===== config.mk =====
export PLATFORM = sky130hd
export DESIGN_NAME = sd_cmd_sender
export DESIGN_NICKNAME = d
export VERILOG_FILES = /design/src/rtl/sd_cmd_sender.sv
export SDC_FILE = /design/constraint.sdc
export NUM_CORES = 1
export LEC_CHECK = 0
export ABC_AREA = 0
export CAP_MARGIN = 25
export CORE_MARGIN = 2
export CORE_UTILIZATION = 25
export CTS_CLUSTER_DIAMETER = 50
export DETAILED_ROUTE_END_ITERATION = 8
export DONT_BUFFER_PORTS = 1
export GPL_TIMING_DRIVEN = 0
export PLACE_DENSITY_LB_ADDON = 0.2
export SYNTH_ARGS = -nofsm -noshare
export SYNTH_HDL_FRONTEND = slang
export SYNTH_SLANG_ARGS = --single-unit

===== constraint.sdc =====
create_clock -name clk -period 2.8 [get_ports clk]
set_input_delay 0.56 -clock clk [delete_from_list [all_inputs] [get_ports clk]]
set_output_delay 0.56 -clock clk [all_outputs]
set_load 0.02 [all_outputs]

===== src/rtl/sd_cmd_sender.sv =====
// SD card SPI-mode command sender: frames a 6-byte command, then polls with 0xFF until R1 arrives or MAX_POLL expires.
// Optional macro SD_CMD_CRC_EN computes the real CRC7; otherwise only the CMD0/CMD8 CRCs are supplied.
//
// state        | meaning
// -------------|--------------------------------------------------------------
// S_IDLE       | waiting for start, cs_n high
// S_ISSUE      | presenting frame byte, spi_execute high until engine reports busy
// S_WAIT       | frame byte in flight, advance on spi_finished
// S_POLL_ISSUE | presenting 0xFF poll byte, spi_execute high until engine busy
// S_POLL_WAIT  | poll byte in flight, inspect received byte on spi_finished
// S_DONE       | one-cycle completion, cs_n released

module sd_cmd_sender #(
  parameter int MAX_POLL = 8
) (
  input  logic        clk,
  input  logic        reset,
  input  logic        start,
  input  logic [5:0]  cmd_index,
  input  logic [31:0] cmd_arg,
  output logic        busy,
  output logic        done,
  output logic [7:0]  r1,
  output logic        timeout,
  output logic        cs_n,
  output logic        spi_execute,
  output logic [7:0]  spi_out_word,
  input  logic [7:0]  spi_in_word,
  input  logic        spi_finished,
  input  logic        spi_busy
);

  localparam int PW = (MAX_POLL > 1) ? $clog2(MAX_POLL) : 1;

  typedef enum logic [2:0] {
    S_IDLE,
    S_ISSUE,
    S_WAIT,
    S_POLL_ISSUE,
    S_POLL_WAIT,
    S_DONE
  } state_t;

  state_t          state_q, state_d;
  logic [2:0]      byte_cnt_q, byte_cnt_d;
  logic [PW-1:0]   poll_cnt_q, poll_cnt_d;
  logic [5:0]      idx_q, idx_d;
  logic [31:0]     arg_q, arg_d;
  logic [7:0]      r1_q, r1_d;
  logic            timeout_q, timeout_d;
  logic [6:0]      crc7;
  logic [7:0]      frame_byte;

`ifdef SD_CMD_CRC_EN
  function automatic logic [6:0] crc7_calc(input logic [39:0] data);
    logic [6:0] c;
    logic       fb;
    c = '0;
    for (int i = 39; i >= 0; i--) begin
      fb = data[i] ^ c[6];
      c  = {c[5:0], 1'b0};
      if (fb) c = c ^ 7'h09;
    end
    return c;
  endfunction

  assign crc7 = crc7_calc({2'b01, idx_q, arg_q});
`else
  // Only the commands issued before CRC checking is switched off need a valid CRC.
  always_comb begin
    crc7 = 7'h00;
    case (idx_q)
      6'd0:    crc7 = 7'h4A;
      6'd8:    crc7 = 7'h43;
      default: crc7 = 7'h00;
    endcase
  end
`endif

  always_comb begin
    frame_byte = {crc7, 1'b1};
    case (byte_cnt_q)
      3'd0:    frame_byte = {2'b01, idx_q};
      3'd1:    frame_byte = arg_q[31:24];
      3'd2:    frame_byte = arg_q[23:16];
      3'd3:    frame_byte = arg_q[15:8];
      3'd4:    frame_byte = arg_q[7:0];
      default: frame_byte = {crc7, 1'b1};
    endcase
  end

  always_ff @(posedge clk or posedge reset) begin
    if (reset) begin
      state_q    <= S_IDLE;
      byte_cnt_q <= '0;
      poll_cnt_q <= '0;
      idx_q      <= '0;
      arg_q      <= '0;
      r1_q       <= 8'hFF;
      timeout_q  <= 1'b0;
    end else begin
      state_q    <= state_d;
      byte_cnt_q <= byte_cnt_d;
      poll_cnt_q <= poll_cnt_d;
      idx_q      <= idx_d;
      arg_q      <= arg_d;
      r1_q       <= r1_d;
      timeout_q  <= timeout_d;
    end
  end

  // Outputs decode from the state register so reset takes effect on them immediately.
  always_comb begin
    state_d      = state_q;
    byte_cnt_d   = byte_cnt_q;
    poll_cnt_d   = poll_cnt_q;
    idx_d        = idx_q;
    arg_d        = arg_q;
    r1_d         = r1_q;
    timeout_d    = timeout_q;
    busy         = 1'b0;
    done         = 1'b0;
    cs_n         = 1'b1;
    spi_execute  = 1'b0;
    spi_out_word = 8'hFF;

    case (state_q)
      S_IDLE: begin
        if (start) begin
          idx_d      = cmd_index;
          arg_d      = cmd_arg;
          byte_cnt_d = '0;
          poll_cnt_d = '0;
          r1_d       = 8'hFF;
          timeout_d  = 1'b0;
          state_d    = S_ISSUE;
        end
      end
      S_ISSUE: begin
        busy         = 1'b1;
        cs_n         = 1'b0;
        spi_execute  = 1'b1;
        spi_out_word = frame_byte;
        if (spi_busy) state_d = S_WAIT;
      end
      S_WAIT: begin
        busy         = 1'b1;
        cs_n         = 1'b0;
        spi_out_word = frame_byte;
        if (spi_finished) begin
          if (byte_cnt_q == 3'd5) begin
            poll_cnt_d = PW'(MAX_POLL - 1);
            state_d    = S_POLL_ISSUE;
          end else begin
            byte_cnt_d = byte_cnt_q + 3'd1;
            state_d    = S_ISSUE;
          end
        end
      end
      S_POLL_ISSUE: begin
        busy         = 1'b1;
        cs_n         = 1'b0;
        spi_execute  = 1'b1;
        spi_out_word = 8'hFF;
        if (spi_busy) state_d = S_POLL_WAIT;
      end
      S_POLL_WAIT: begin
        busy = 1'b1;
        cs_n = 1'b0;
        if (spi_finished) begin
          if (!spi_in_word[7]) begin
            r1_d    = spi_in_word;
            state_d = S_DONE;
          end else if (poll_cnt_q == '0) begin
            r1_d      = 8'hFF;
            timeout_d = 1'b1;
            state_d   = S_DONE;
          end else begin
            poll_cnt_d = poll_cnt_q - 1'b1;
            state_d    = S_POLL_ISSUE;
          end
        end
      end
      S_DONE: begin
        done    = 1'b1;
        state_d = S_IDLE;
      end
      default: state_d = S_IDLE;
    endcase
  end

  assign r1      = r1_q;
  assign timeout = timeout_q;

endmodule


Word level (Yosys, flattened, before mapping)

Index checks and enable logic that the tools add are counted.

Bits in registers: 56
Output and inout bits: 21
Logic and storage cells: 83

Add/subtract/negate cells: 2
Equality and inequality tests: 22
Multiplexer cells: 36
Reduce and logical (&&, ||, !) cells: 16

Operators with widths:

| operator                                                         | number |
|---|---|
| 3-bit 2-to-1 mux                                                 | 15 |
| 8-bit 2-to-1 mux                                                 | 5 |
| 8-bit one-hot mux with 5 select lines                            | 1 |
| 2-bit inequality test (second input constant)                    | 10 |
| 8-bit one-hot mux with 2 select lines                            | 1 |
| 3-bit one-hot mux with 5 select lines                            | 1 |
| 7-bit one-hot mux with 2 select lines                            | 1 |
| 3-bit by 2-bit == test with 1-bit output (second input constant) | 4 |
| 3-bit == test (second input constant)                            | 4 |
| 5-bit AND reduction                                              | 2 |
| 3-bit zero test                                                  | 3 |
| 3-bit one-hot mux with 3 select lines                            | 1 |
| 1-bit 2-to-1 mux                                                 | 8 |
| 4-bit AND reduction                                              | 2 |
| 7-bit AND reduction                                              | 1 |
| 3-bit by 1-bit == test with 1-bit output (second input constant) | 2 |
| 6-bit by 4-bit == test with 1-bit output (second input constant) | 1 |
| 6-bit zero test                                                  | 1 |
| 3-bit one-hot mux with 2 select lines                            | 1 |
| 2-bit nonzero test                                               | 2 |
| 2-bit OR reduction                                               | 2 |
| 4-bit OR reduction                                               | 1 |
| 3-bit by 1-bit adder with 3-bit output (second input constant)   | 1 |
| 3-bit inequality test (second input constant)                    | 1 |
| 5 further kinds                                                  | 5 |

Depth between registers and ports, before layout

Gate-level depths: netlist of the first run.

Word-level depth: 5
Mapped depth: 8
Gate-level depth less buffers: 6

Worst setup path after synthesis of the first run

Ideal clock, no wire load.

Kind: flip-flop to output port
Start point: register byte_cnt_q[0]
End point: output port spi_out_word[6]
Data arrival time: 1.575 ns
Setup slack: 0.665 ns
Stages on the path, launching flop included: 6
Cells stage by stage: dfrtp_1 > inv_1 > ha_1 > clkbuf_1 > a221oi_1 > o21ai_0

Cells in the longest elaborated chain, start to end: 3
Elaborated cells on any way between the ends: 7
Classes of those cells: eq/ne (4); mux (2); reduce/logical (1)

RTL lines:

| item                                        | RTL line | RTL |
|---|---|---|
| start, declared                             | 45       | `logic [2:0] byte_cnt_q, byte_cnt_d;` |
| start signal, assigned                      | 103      | `byte_cnt_q <= byte_cnt_d;` |
| 3-bit == test, or another cell as far along | 82       | `case (byte_cnt_q)` |
| 8-bit one-hot mux with 5 select lines *     | 82       |  |
| 8-bit 2-to-1 mux *                          | 127      | `case (state_q)` |
| end, declared                               | 27       | `output logic [7:0] spi_out_word,` |

Mark *: on every way between the ends. The rest lies on a longest branch, timed or not.

Worst setup path after layout of the first run

Start point: register byte_cnt_q[1]
End point: output port spi_out_word[4]

The elaborated chain is that of the path after synthesis.

==> flow_summary.yaml, run 1 <==
run_status:
  outcome: "finished, final reports clean"
floorplan:
  start_util_pct: 25.55
  die_h_um: 111.8
  placementRows: 39
  ioPinCount: 72
  coreArea_um2: 11370
  die_w_um: 111.8
  fp.dieArea_um2: 12500
detailed_routing:
  viasPerCell: 4.874
  drtAntennaViolNets: 0
  wl_per_cell_um: 18.14
  drt_first_pass_iters: 5
  drc: 0
  wl_mm: 7.366
  drtIter0Drc: 80
  via_count: 1979
cts:
  cts_tree: "built"
  clockBufferDepth: 2
  clk_pin_slew_ns: 0.07
  cts_max_level: 2
  clkSinkCount: 56
  worstSkewPairLatency_ns: 0.30
  cts_buffers: 5
  cts_root_buf: "clkbuf_16"
  cts_setup_buffers: 0
  ctsHoldBuffers: 0
placed_design:
  place_area_um2: 3104
  port_buffers: 0
  dp_hpwl_mm: 5.554
  globalplace.congestion: 0.7650
setup_path:
  critical_path.top_delay_family: "compound AO/OA/AOI/OAI gates"
  critPathMaxFanout: 10
  end_kind: "output port"
  slowest_stage: "a222oi_1"
  crit_buf_inv: 2
  crit_chain: "inv_1 -> ha_1 -> clkbuf_2 -> a222oi_1 -> o2111ai_1"
  criticalPathCategory: "register to output port"
  cp-start-kind: "register"
  slowest_delay_ns: 0.48
  crit_required_ns: 2.24
  arrival_ns: 2.05
logic_synthesis:
  ys_seq_area_share_pct: 48.58
  ys_top_cells_by_count: "48 x dfrtp_1, 29 x mux2_2, 17 x inv_1"
  syn_nets: 313
  synth_largest_area_cell: "dfrtp_1"
  avgSynthCellArea_um2: 11.39
  ys_types: 52
  yosys_warnings: 0
  synth_area_leaders: "dfrtp_1 41%, mux2_2 11%, dfstp_2 7.2%, mux2_1 4.7%, mux2i_1 3.4%"
  synthCells: 255
  synth_most_common_cell: "dfrtp_1"
  synth_edf_count: 0
  netlist.area_leader.share_pct: 41.34
  synth_area_um2: 2905
  ys.flop_type: "dfrtp_1"
  async_flop_share_pct: 100.0
  ys_ff_latch: 56
timing:
  tightest_slew_ns: 0.6885
  relSlewSlack_pct: 54.03
  holdWs_ns: 0.2485
  finClkSkew_ns: 0.004282
  finalSetupTns_ns: 0
  finalSetupViolations: 0
  clock.fmax_mhz: 383.3
  fin_crit_sh_pct: 93.17
  rsz0062_at_grt: "no"
  finalHoldViolations: 0
  period_minus_slack_ns: 2.609
  drv_slew: 0
grt:
  antenna_found_initial: 2
  grtUsageTotal_pct: 12.33
  grt_pass1_wl_mm: 12.03
  grt_pass1_vias: 2093
  grt_max_degree: 31
  grt_overflow_total: 0
cells_and_area:
  fill_cells: 1183
  fin_util_pct: 29.03
  final_area_um2: 3301
  areaGrowthSynthToFinish_pct: 13.61
  fin_nets: 319
  drive_above_1_share_pct: 25.19
pwr:
  vdd_drop_max_mv: 0.2750
  p_leak_nw: 1.384
  power.density_nw_per_um2: 1167
  total_power_mw: 3.850
min_path:
  worstHoldPathType: "primary input to asynchronous set/reset pin"
run:
  cap_violations: 0
==> final timing paths <==
| path | from | endpoint | slack (ns) | depth (start not counted) |
|---|---|---|---|---|
| worst max-delay path | byte_cnt_q[1] | spi_out_word[4] | 0.19 | 5 |
| worst min-delay path | reset | arg_q[26] | 0.25 | 1 |
| worst max register to register | byte_cnt_q[1] | poll_cnt_q[1] | 0.87 | 6 |
| worst min register to register | poll_cnt_q[0] | poll_cnt_q[0] | 0.49 | 1 |
| max in group asynchronous | reset | state_q[2] | 1.96 | 2 |
| min in group clk | cmd_arg[4] | arg_q[4] | 0.39 | 1 |
==> sequential cells by signal, indices dropped and copies added (netlist names) <==
signal	flops
arg_q	32
r1	8
idx_q	6
byte_cnt_q	3
poll_cnt_q	3
state_q	3
timeout	1
==> metal layers <==
layer  global-route usage [%]  wire [µm]  vias up
li1                         -          -      931
met1                    16.77       3406      998
met2                    18.59       3419       42
met3                    4.028        429        6
met4                    4.033         97        2
met5                        0         13        -
==> layout make-up <==
type | count | area [µm²] | area share, %
timing repair buffer | 1 | 20.02 | 0.6065
multi-input combinational | 165 | 1353 | 40.98
clock buffer | 5 | 125.1 | 3.791
tap | 143 | 178.9 | 5.421
antenna | 1 | 2.502 | 0.07581
buffer | 15 | 77.57 | 2.350
clock inverter | 3 | 68.82 | 2.085
inverter | 17 | 63.81 | 1.933
sequential | 56 | 1411 | 42.76
==> layout by cell type, fill, tap and decap left out, types with 3 or more instances in the layout <==
cell and n:
dfrtp_1 48, mux2_2 29, inv_1 16, nor2_1 14, mux2_1 12, buf_2 10
mux2i_1 10, nand2_1 9, a21oi_1 8, nor2b_1 8, dfstp_2 8, nand2b_1 5
o21ai_0 5, a222oi_1 5, ha_1 5, clkbuf_16 5, nand3_1 4, o211ai_1 4
a22o_1 3, o21bai_1 3
==> timing repair <==
item	CTS	global route
resized for setup	2	5
pin swaps	0	2
setup endpoints to repair	3	7
==> per-stage QoR <==
| stage | setup WS, ns | cells |
|---|---|---|
| 3_5_place_dp | 0.2627 | 399 |
| 2_1_floorplan | 0.6647 | 255 |
| 3_3_place_gp | 0.1267 | 398 |
| 4_1_cts | 0.04007 | 407 |
| 5_1_grt | 0.03961 | 405 |
| 6_report | 0.1912 | 406 |
==> cells by family after synthesis <==
group	synth area share (%)
buffers and inverters	5.038
adders and majority gates	3.015
muxes	19.34
DFF	48.58
AOI/OAI and AO/OA	13.48
and+or+nand+nor	10.25
xor gates and xnor gates	0.3015
==> report_power, final <==
group,internal (mW),switching (mW),leakage [nW],total (mW)
logic,0.692,0.894,0.627,1.59
clock network,0.516,0.305,0.0944,0.822
registers,1.18,0.261,0.662,1.44
total,2.39,1.46,1.38,3.85
(Power assumes the default switching activity.)
==> run 2: changes to the inputs <==
- PLACE_DENSITY: unset -> 0.38
- PLACE_DENSITY_LB_ADDON: 0.2 -> unset
==> flow_summary.yaml, run 2 (synthesized netlist as in run 1, its figures left out) <==
run_status:
  outcome: "finished, final reports clean"
timing:
  drv_slew: 0
  fin_crit_sh_pct: 96.68
  finalHoldViolations: 0
  relSlewSlack_pct: 43.21
  clock.fmax_mhz: 369.4
  period_minus_slack_ns: 2.707
  finClkSkew_ns: 0.005527
  rsz0062_at_grt: "no"
  finalSetupViolations: 0
  holdWs_ns: 0.3118
  tightest_slew_ns: 0.8506
detailed_routing:
  wl_mm: 7.563
  drc: 0
  drt_first_pass_iters: 5
  drtAntennaViolNets: 0
  viasPerCell: 4.980
  via_count: 2022
  wl_per_cell_um: 18.63
  drtIter0Drc: 102
grt:
  antenna_found_initial: 2
  grt_max_degree: 38
  grtUsageTotal_pct: 12.49
  grt_overflow_total: 0
  grt_pass1_vias: 2091
  grt_pass1_wl_mm: 12.08
setup_path:
  end_kind: "output port"
  crit_required_ns: 2.24
  arrival_ns: 2.15
  criticalPathCategory: "register to output port"
  r2r-end: "poll_cnt_q[1]"
  critical_path.top_delay_family: "compound AO/OA/AOI/OAI gates"
  crit_buf_inv: 2
  r2r_cells: 6
  crit_chain: "inv_1 -> ha_1 -> clkbuf_2 -> a222oi_1 -> o211ai_1"
  critPathMaxFanout: 10
  cp-start-kind: "register"
  r2r_slack_ns: 0.84
  slowest_stage: "a222oi_1"
  slowest_delay_ns: 0.49
  r2r_start: "byte_cnt_q[1]"
cells_and_area:
  largest_reg_flops: 32
  fill_cells: 1188
  diodes: 0
  mostFrequentLayoutCells: "48 x dfrtp_1, 29 x mux2_2, 16 x inv_1, 14 x nor2_1, 12 x mux2_1"
  fin_util_pct: 28.73
  regMostFlops: "arg_q"
  areaGrowthSynthToFinish_pct: 12.45
  final_cells: 406
  drive_above_1_share_pct: 24.71
  fin_nets: 320
  final_common_cell: "dfrtp_1"
pwr:
  total_power_mw: 3.717
  vdd_drop_max_mv: 0.3004
  p_leak_nw: 1.379
  power.density_nw_per_um2: 1138
placed_design:
  dp_cells: 399
  port_buffers: 0
  globalplace.congestion: 0.7669
  dp_hpwl_mm: 5.567
cts:
  cts_tree: "built"
  worstSkewPairLatency_ns: 0.30
  cts_max_level: 2
  clockBufferDepth: 2
  ctsHoldBuffers: 0
  clk_pin_slew_ns: 0.07
  clkSinkCount: 56
  cts_root_buf: "clkbuf_16"
  cts_buffers: 5
floorplan:
  fp.dieArea_um2: 12500
  ioPinCount: 72
  die_h_um: 111.8
  coreArea_um2: 11370
  placementRows: 39
  start_util_pct: 25.55
  die_w_um: 111.8
run:
  cap_violations: 0
min_path:
  worstHoldPathType: "primary input to asynchronous set/reset pin"
## run 2: changes by cell type in the layout (fill, tap and decap cells not counted), sizes merged
cell / previous run / this run
bufinv: 2 / 0
clkbuf: 8 / 10
clkinv: 0 / 1
diode: 1 / 0
## run 2: layer usage
layer / global-route usage [%] / part of all wire (%)
met2: 18.34 / 44
met1: 17.72 / 49
met4: 3.457 / 1.4
met5: 0 / 0
met3: 3.974 / 5.7
## run 2: cell type report
type	count	area, µm²	share of cell area (%)
multi-input combinational	165	1348	41.25
inverter	17	63.81	1.953
buffer	15	77.57	2.375
timing repair buffer	2	35.03	1.072
tap	143	178.9	5.477
clock buffer	6	138.9	4.251
clock inverter	2	13.76	0.4213
sequential	56	1411	43.20
## run 2: power breakdown
part	internal, mW	leakage (nW)	switching, mW
clock network	0.359	0.0772	0.316
logic	0.694	0.639	0.911
registers	1.18	0.662	0.255
## run 2: per-stage QoR
stage,setup slack [ns],TNS (ns),area (µm²)
after global routing,0.001136,0,3267
after global placement,-0.01834,-0.7184,3084
after detailed placement,0.2099,0,3112
after CTS,0.02038,0,3266
final,0.09294,0,3267
after floorplan,0.6647,0,2905
## run 2: timing repair
item / 4_1_cts / 5_1_grt
setup endpoints to repair: 3 / 7
pin swaps: 0 / 1
gates cloned: 0 / 0
buffers inserted: 0 / 1
gates resized for setup: 2 / 2
## run 2: worst max-delay path by stage
stage	from	to	slack (ns)	depth (start not counted)
finish	byte_cnt_q[0]	spi_out_word[3]	0.09	5
global route	byte_cnt_q[0]	spi_out_word[5]	0.001	5
CTS	byte_cnt_q[1]	spi_out_word[4]	0.02	7
detailed placement	byte_cnt_q[0]	spi_out_word[6]	0.21	5
global placement	reset	arg_q[14]	-0.02	1
floorplan	byte_cnt_q[0]	spi_out_word[6]	0.66	5
## run 2: worst reg2reg max path, stage by stage (launching register included)
cell     delay, ns
dfrtp_1       0.43
inv_1         0.12
ha_1          0.17
nand2_1       0.12
o32a_1        0.36
nor3_2        0.30
mux2_1        0.35
==> run 3: changes to the inputs <==
==> constraint.sdc (replaced) <==
create_clock -name clk -period 2.8 [get_ports clk]
set_input_delay 0.56 -clock clk [delete_from_list [all_inputs] [get_ports clk]]
set_output_delay 0.56 -clock clk [all_outputs]
set_load 0.1 [all_outputs]
==> flow_summary.yaml, run 3 (synthesized netlist as in run 1, its figures left out) <==
cts:
  clockBufferDepth: 2
  cts_buffers: 5
  clkSinkCount: 56
  cts_root_buf: "clkbuf_16"
  ctsHoldBuffers: 0
  clk_pin_slew_ns: 0.08
  cts_tree: "built"
  cts_max_level: 2
  worstSkewPairLatency_ns: 0.30
detailed_routing:
  drtIter0Drc: 84
  drtAntennaViolNets: 0
  drc: 0
  via_count: 2066
  wl_mm: 7.572
  drt_first_pass_iters: 4
  wl_per_cell_um: 17.99
  viasPerCell: 4.907
pwr:
  clkPwrFrac_pct: 14.7
  vdd_drop_max_mv: 0.8851
  p_switching_mw: 2.501
  p_leak_nw: 1.512
  p_comb_share_pct: 54.4
  p_seq_share_pct: 30.9
  swShare_pct: 48.31
  p_int_mw: 2.676
  power.density_nw_per_um2: 1449
cells_and_area:
  fill_cells: 1185
  mostFrequentLayoutCells: "48 x dfrtp_1, 29 x mux2_2, 14 x inv_1, 13 x nor2_1, 12 x mux2_1"
  largest_reg_flops: 32
  diodes: 0
  areaGrowthSynthToFinish_pct: 22.95
  fin_nets: 335
  final_common_cell: "dfrtp_1"
  register_area_um2: 1411
  regMostFlops: "arg_q"
  multi_input_area_um2: 1430
  drive_above_1_share_pct: 33.81
setup_path:
  critPathMaxFanout: 7
  arrival_ns: 2.17
  r2r-end: "poll_cnt_q[0]"
  criticalPathCategory: "register to output port"
  cp-start-kind: "register"
  slowest_delay_ns: 0.55
  worst-path-stages: 5
  crit_chain: "buf_4 -> ha_1 -> ha_4 -> a222oi_1 -> nand2_4"
  crit_buf_inv: 1
  r2r_start: "byte_cnt_q[1]"
  crit_start: "byte_cnt_q[0]"
  cp-endpoint: "spi_out_word[2]"
  end_kind: "output port"
  critical_path.top_delay_family: "compound AO/OA/AOI/OAI gates"
  crit_required_ns: 2.24
  r2r_slack_ns: 0.85
  r2r_cells: 6
  slowest_stage: "a222oi_1"
floorplan:
  coreArea_um2: 11370
  placementRows: 39
  die_h_um: 111.8
  die_w_um: 111.8
  fp.dieArea_um2: 12500
  ioPinCount: 72
  start_util_pct: 25.55
timing:
  finClkSkew_ns: 0.002878
  clock.fmax_mhz: 366.4
  tightest_slew_ns: 0.9642
  finalHoldViolations: 0
  period_minus_slack_ns: 2.729
  layout_setup_ws_ns: 0.07100
  finalSetupTns_ns: 0
  finalSetupViolations: 0
  holdWs_ns: 0.2374
  fin_crit_sh_pct: 97.46
  drv_slew: 0
  relSlewSlack_pct: 36.17
placed_design:
  globalplace.congestion: 0.7137
  dp_hpwl_mm: 5.665
  port_buffers: 0
  post-place-ws_ns: -0.03013
min_path:
  worstHoldPathType: "primary input to asynchronous set/reset pin"
run:
  cap_violations: 0
grt:
  antenna_found_initial: 0
  grt_pass1_vias: 2252
  grt_max_degree: 31
  grtUsageTotal_pct: 12.68
  grt_overflow_total: 0
  grt_pass1_wl_mm: 12.61
run_status:
  outcome: "finished, final reports clean"
## run 3: changes by cell type in the layout (fill, tap and decap cells not counted), sizes merged
cell / before / now
buf: 13 / 29
bufinv: 0 / 1
clkbuf: 10 / 9
inv: 18 / 17
## run 3: timing repair
item	in CTS	in global routing
buffers inserted	0	8
pin swaps	0	2
resized for setup	6	6
endpoints found under the setup margin	4	7
## run 3: cell type report
class,count,area share [%]
inverter,17,1.786
multi-input combinational,165,40.03
sequential,56,39.51
timing repair buffer,17,5.989
buffer,15,2.697
clock inverter,2,1.086
clock buffer,6,3.888
tap,143,5.009
## run 3: layer usage
| metal | share of wire, % | global-route usage [%] | vias up |
|---|---|---|---|
| met2 | 47 | 20.73 | 59 |
| met4 | 1.0 | 2.963 | 0 |
| met1 | 46 | 16.89 | 1032 |
| met3 | 5.9 | 3.321 | 9 |
| met5 | 0 | 0 | - |
| li1 | - | - | 966 |
## run 3: worst min-delay path by stage
stage | cells past startpoint | to
CTS | 1 | arg_q[26]
floorplan | 1 | arg_q[2]
finish | 1 | arg_q[26]
detailed placement | 1 | arg_q[31]
global placement | 1 | arg_q[2]
global route | 1 | arg_q[26]
## run 3: stage by stage
step | utilization [%] | total power [mW] | area (µm²) | std cells
after floorplan | - | 3.666 | 2963 | 255
after CTS | 30.74 | 5.192 | 3495 | 414
after detailed placement | 29.01 | 4.383 | 3298 | 407
after global placement | 27.63 | 4.046 | 3142 | 398
after global routing | 31.42 | 5.475 | 3572 | 421
final | 31.42 | 5.177 | 3572 | 421
## run 3: power groups by stage
stage                     registers, mW  logic, mW  clock network (mW)
after floorplan                    1.53       2.13                   0
after global placement             1.62       2.43                   0
after detailed placement           1.62       2.76                   0
after CTS                          1.61       2.80               0.779
after global routing               1.66       3.01               0.813
final                              1.60       2.82               0.762
## run 3: worst register-to-register path, stage by stage, from the launching register on
cell and delay (ns):
dfrtp_1 0.42, inv_2 0.11, ha_2 0.21, nand2_1 0.12, o32a_1 0.36, nor3_2 0.26, mux2_1 0.35
